==> src/rtl/ps2_host_tx.sv <==
// ps2_host_tx: PS/2 host-to-device byte transmitter (inhibit, request, frame, ack, timeout).
// Optional PS2_TX_RETRY_EN: one automatic retry of the latched byte after a nack or timeout.
module ps2_host_tx #(
  parameter int INHIBIT = 1056,
  parameter int TIMEOUT = 132000,
  parameter int FILTER  = 4
) (
  input  logic       i_clk,
  input  logic       i_rst_n,
  input  logic       i_ce,
  input  logic       i_ps2_clk,
  input  logic       i_ps2_dat,
  output logic       o_ps2_clk_oe,
  output logic       o_ps2_dat_oe,
  input  logic [7:0] i_d,
  input  logic       i_strobe,
  output logic       o_busy,
  output logic       o_rx_hold,
  output logic       o_done,
  output logic       o_error
);
  localparam int CW = $clog2((TIMEOUT > INHIBIT ? TIMEOUT : INHIBIT) + 1);
  localparam int FW = $clog2(FILTER + 1);

  typedef enum logic [2:0] {S_IDLE, S_INHIBIT, S_REQ, S_FRAME, S_ACK, S_WAITIDLE} state_t;

  state_t        r_state, w_state_nx;
  logic [1:0]    r_clk_s, r_dat_s;
  logic          r_clk_f;
  logic [FW-1:0] r_flt;
  logic [CW-1:0] r_cnt, w_cnt_nx;
  logic [3:0]    r_n, w_n_nx;
  logic [9:0]    r_sh, w_sh_nx;
  logic          r_clk_oe, w_clk_oe_nx, r_dat_oe, w_dat_oe_nx;
  logic          r_done, w_done_nx, r_error, w_error_nx, r_retry, w_retry_nx;
  logic          w_fall, w_tmo, w_fail, w_active;

  always_ff @(posedge i_clk or negedge i_rst_n)
    if (!i_rst_n) begin
      r_clk_s <= 2'b11;
      r_dat_s <= 2'b11;
      r_clk_f <= 1'b1;
      r_flt   <= '0;
    end else if (i_ce) begin
      r_clk_s <= {r_clk_s[0], i_ps2_clk};
      r_dat_s <= {r_dat_s[0], i_ps2_dat};
      if (r_clk_s[1] == r_clk_f)
        r_flt <= '0;
      else if (r_flt == FW'(FILTER - 1)) begin
        r_clk_f <= r_clk_s[1];
        r_flt   <= '0;
      end else
        r_flt <= r_flt + 1'b1;
    end

  // fall is the tick on which the filter accepts a 1->0 clock change
  assign w_fall   = r_clk_f && !r_clk_s[1] && (r_flt == FW'(FILTER - 1));
  assign w_tmo    = r_cnt >= CW'(TIMEOUT - 1);
  assign w_active = (r_state != S_IDLE) && (r_state != S_INHIBIT);

  always_comb begin
    w_state_nx  = r_state;
    w_cnt_nx    = (r_cnt == '1) ? r_cnt : r_cnt + 1'b1;
    w_n_nx      = r_n;
    w_sh_nx     = r_sh;
    w_clk_oe_nx = r_clk_oe;
    w_dat_oe_nx = r_dat_oe;
    w_done_nx   = 1'b0;
    w_error_nx  = 1'b0;
    w_retry_nx  = r_retry;
    w_fail      = 1'b0;
    case (r_state)
      S_IDLE:
        if (i_strobe) begin
          w_sh_nx     = {1'b1, ~^i_d, i_d};
          w_retry_nx  = 1'b0;
          w_cnt_nx    = '0;
          w_clk_oe_nx = 1'b1;
          w_state_nx  = S_INHIBIT;
        end
      S_INHIBIT:
        if (r_cnt == CW'(INHIBIT - 1)) begin
          w_dat_oe_nx = 1'b1;
          w_cnt_nx    = '0;
          w_state_nx  = S_REQ;
        end
      S_REQ: begin
        w_clk_oe_nx = 1'b0;
        w_n_nx      = '0;
        w_state_nx  = S_FRAME;
      end
      S_FRAME:
        if (w_fall) begin
          w_n_nx      = r_n + 4'd1;
          w_dat_oe_nx = ~r_sh[r_n];
          w_state_nx  = (r_n == 4'd9) ? S_ACK : S_FRAME;
        end
      S_ACK:
        if (w_fall) begin
          w_fail     = r_dat_s[1];
          w_state_nx = S_WAITIDLE;
        end
      S_WAITIDLE:
        if (r_clk_f && r_dat_s[1]) begin
          w_done_nx  = 1'b1;
          w_state_nx = S_IDLE;
        end
      default: w_state_nx = S_IDLE;
    endcase
    if (w_active && w_fall)
      w_cnt_nx = '0;
    if (w_active && w_tmo && !w_fall && !w_done_nx)
      w_fail = 1'b1;
    if (w_fail) begin
      w_clk_oe_nx = 1'b0;
      w_dat_oe_nx = 1'b0;
      w_error_nx  = 1'b1;
      w_state_nx  = S_IDLE;
`ifdef PS2_TX_RETRY_EN
      if (!r_retry) begin
        w_error_nx  = 1'b0;
        w_retry_nx  = 1'b1;
        w_clk_oe_nx = 1'b1;
        w_cnt_nx    = '0;
        w_state_nx  = S_INHIBIT;
      end
`else
`endif
    end
  end

  always_ff @(posedge i_clk or negedge i_rst_n)
    if (!i_rst_n) begin
      r_state  <= S_IDLE;
      r_cnt    <= '0;
      r_n      <= '0;
      r_sh     <= '0;
      r_clk_oe <= 1'b0;
      r_dat_oe <= 1'b0;
      r_done   <= 1'b0;
      r_error  <= 1'b0;
      r_retry  <= 1'b0;
    end else if (i_ce) begin
      r_state  <= w_state_nx;
      r_cnt    <= w_cnt_nx;
      r_n      <= w_n_nx;
      r_sh     <= w_sh_nx;
      r_clk_oe <= w_clk_oe_nx;
      r_dat_oe <= w_dat_oe_nx;
      r_done   <= w_done_nx;
      r_error  <= w_error_nx;
      r_retry  <= w_retry_nx;
    end

  assign o_ps2_clk_oe = r_clk_oe;
  assign o_ps2_dat_oe = r_dat_oe;
  assign o_busy       = r_state != S_IDLE;
  assign o_rx_hold    = o_busy;
  assign o_done       = r_done;
  assign o_error      = r_error;
endmodule

==> config.mk <==
export PLATFORM = sky130hd
export DESIGN_NAME = ps2_host_tx
export DESIGN_NICKNAME = d
export VERILOG_FILES = /design/src/rtl/ps2_host_tx.sv
export SDC_FILE = /design/constraint.sdc
export NUM_CORES = 1
export LEC_CHECK = 0
export CORE_ASPECT_RATIO = 0.8
export CORE_UTILIZATION = 45
export DETAILED_ROUTE_END_ITERATION = 8
export PLACE_DENSITY_LB_ADDON = 0.08
export SYNTH_ARGS = -nofsm -noshare
export SYNTH_HDL_FRONTEND = slang
export SYNTH_SLANG_ARGS = --single-unit
==> constraint.sdc <==
create_clock -name i_clk -period 2.4 [get_ports i_clk]
set_input_delay 0.36 -clock i_clk [delete_from_list [all_inputs] [get_ports i_clk]]
set_output_delay 0.36 -clock i_clk [all_outputs]
set_load 0.1 [all_outputs]
==> flow_summary_export.csv <==
group,metric,value,unit
sta,max_freq,464,MHz
floorplan,dieArea,6650,um2
synth,synthTopCellsByArea,"dfrtp_1 (37%), dfstp_2 (4.6%), xnor2_1 (4.6%)",
grt,overflow,0,
sta,rsz0062_at_grt,"false",
setup_path,crit_type,"flop to flop",
layout,final_common_cell,"dfrtp_1",
power,irDropWorstVdd,0.371,mV
grt,grt_start_max_net_pins,28,
grt,grt.total_usage,20.8,%
synth,ys_seq_area_share,41.6,%
grt,grt_pass1_vias,2067,
power,power.leakage,1.33,nW
placed_design,place_congestion,0.858,
setup_path,start_kind,"flop",
grt,met2_usage,29.2,%
synth,synthCells,281,
grt,grt_busiest_layer,"met1",
grt,antenna_found_initial,0,
sta,slew_viol_final,0,
floorplan,rows,25,
layout,area_growth,14.1,%
sta,worst_slew_pin_slew,0.659,ns
clock_network,clock_latency,0.30,ns
grt,grt.met3_usage,4.06,%
power,p_per_area,750,nW/um2
clock_network,cts_tree,"yes",
synth,synth_area,2850,um2
sta,finalCriticalPeriod,2.16,ns
detailed_routing,totalWireLength,6290,um
setup_path,cp_cell_sequence,"inv_1 -> ha_1 -> and3b_1 -> nor4b_2 -> o31a_1 -> nor2_1 -> a221o_1",
synth,ys_types,64,
clock_network,clock-sinks,47,
detailed_routing,viasPerCell,5.62,
floorplan,die_w,90.9,um
placed_design,port_buffers,19,
floorplan,io_pins,20,
synth,ys.flop_type,"dfrtp_1",
clock_network,clockBufferDepth,2,
clock_network,clock-root-buffer,"clkbuf_8",
floorplan,core,6010,um2
floorplan,fp.dieH,73.1,um
setup_path,rrSetupSlack,0.24,ns
sta,finalHoldViolCount,0,
setup_path,cp.arrival,2.35,ns
setup_path,critPathMaxStageDelay,0.52,ns
layout,mostFrequentLayoutCells,"dfrtp_1 (42), nor2_1 (27), nand2_1 (21), buf_4 (16), xnor2_1 (15)",
synth,ys_ff_latch,47,
hold_path,hp-class,"primary input to asynchronous set/reset pin",
synth,synth_edf_count,0,
synth,synth_top_area_share,36.9,%
sta,relSlewSlack,56.0,%
placed_design,hpwlAfterDp,4480,um
sta,setup_viol,0,
sta,fin_tns_setup,0,ns
setup_path,crit_slowest_cell,"dfstp_2",
synth,yosysTopAreaCell,"dfrtp_1",
detailed_routing,vias,2174,
synth,postSynth.asyncResetShare,100,%
setup_path,crit_path_max_fanout,9,
layout,drive_above_1_share,20.3,%
synth,syn_nets,300,
run,maxCapViolCount,0,
detailed_routing,detail-route-antenna-nets,0,
setup_path,cp.required,2.59,ns
floorplan,start_util,47.4,%
clock_network,h-tree-depth,2,
layout,antenna_cells,0,
detailed_routing,dr.pass1.iters,4,
layout,n_fill_cell,572,
synth,avgSynthCellArea,10.1,um2
clock_network,path_clk_slew,0.09,ns
run_status,status,"finished, final reports clean",
layout,layout.nets,324,
clock_network,cts-hold-fix-buffers,0,
detailed_routing,wl_per_cell,16.2,um
sta,hold_ws,0.0246,ns
setup_path,crit_path_end_kind,"flop",
sta,clock_skew,0.00780,ns
sta,fin_crit_sh,89.8,%
detailed_routing,route.detailed.drc,0,
clock_network,cts_made_buffers,5,
detailed_routing,drtIter0Drc,184,
power,finalPower,2.43,mW
synth,yosys_warnings,0,
grt,grt_use_met1,32.6,%
grt,grt_pass1_wl,10700,um
[registers in the layout, summed over array words and instances, names as in the netlist]
signal        count
r_cnt            18
r_sh             10
r_n               4
r_flt             3
r_state           3
r_clk_s           2
r_dat_s           2
o_done            1
o_error           1
o_ps2_clk_oe      1
o_ps2_dat_oe      1
r_clk_f           1
[layer usage]
metal  vias up  share of wire (%)  routed length (um)
met1      1047                 55                3460
li1       1079                  -                   -
met2        44                 40                2530
met4         0               0.73                  46
met5         -                  0                   0
met3         4                3.9                 242
[where the power goes]
group	total (mW)	leakage [nW]	switching (mW)	internal, mW
Sequential	1.20	0.605	0.225	0.973
Combinational	0.754	0.685	0.404	0.351
Clock	0.481	0.0402	0.278	0.203
Total	2.43	1.33	0.907	1.53
[what timing repair did]
item | 4_1_cts | 5_1_grt
setup buffers | 0 | 1
resized for setup | 0 | 1
endpoints found under the setup margin | 0 | 15
[worst max-delay path, delay by kind of cell, from the launching register on]
family | cells | cell delay (ns)
AO/OA/AOI/OAI | 2 | 0.55
adder cells (fa/ha/maj) | 1 | 0.21
buffers and inverters | 1 | 0.05
flip-flops | 1 | 0.52
AND/OR/NAND/NOR | 3 | 0.71
[final timing paths]
check,to,cells past startpoint,from
setup / recovery,r_state[0],7,r_clk_s[1]
hold / removal,r_flt[0],1,i_rst_n
setup reg to reg,r_state[0],7,r_clk_s[1]
hold reg to reg,r_sh[8],2,r_sh[8]
max in group asynchronous,r_dat_s[1],2,i_rst_n
min in group i_clk,r_sh[8],2,r_sh[8]
[Yosys cell counts (all sizes together) (2+ instances only)]
cell,instances
nor4,3
mux2i,5
mux2,11
nor3,5
xnor2,15
nand2,21
dfstp,5
nand3,12
nor2,30
o21a,2
o21ai,12
a21o,3
clkbuf,4
or3,4
and2,2
o22ai,2
nand2b,6
inv,11
buf,10
dfrtp,42
nand3b,3
a21oi,6
and4,5
o2111ai,2
nor4b,2
nand4,6
o211ai,6
ha,5
a211oi,6
a2111oi,4
mux4,2
xor2,6
o31ai,3
[cell families after synthesis]
kind of cell	after synthesis	synth area share, %
multiplexers	18	7.70
buffers and inverters	25	4.09
AO/OA/AOI/OAI	60	17.8
XOR/XNOR	21	6.46
flip-flops	47	41.6
adder cells (fa/ha/maj)	5	2.20
AND/OR/NAND/NOR	105	20.2
[area by class of cell]
class	instances	area (um2)	share of cell area [%]
timing repair buffer	31	285	8.79
clock buffer	5	68.8	2.12
clock inverter	3	20.0	0.617
sequential	47	1180	36.4
inverter	11	41.3	1.27
multi-input combinational	209	1550	47.7
tap	81	101	3.12
[metrics by stage]
stage	instance area (um2)	util (%)	setup slack, ns	std cells
floorplan	2850	-	0.241	281
global placement	3140	52.2	0.141	378
detailed placement	3140	52.2	0.105	378
CTS	3230	53.7	0.0713	386
global route	3250	54.1	0.0841	387
finish	3250	54.1	0.244	387
Note: power is estimated with default switching activity, not from simulation.
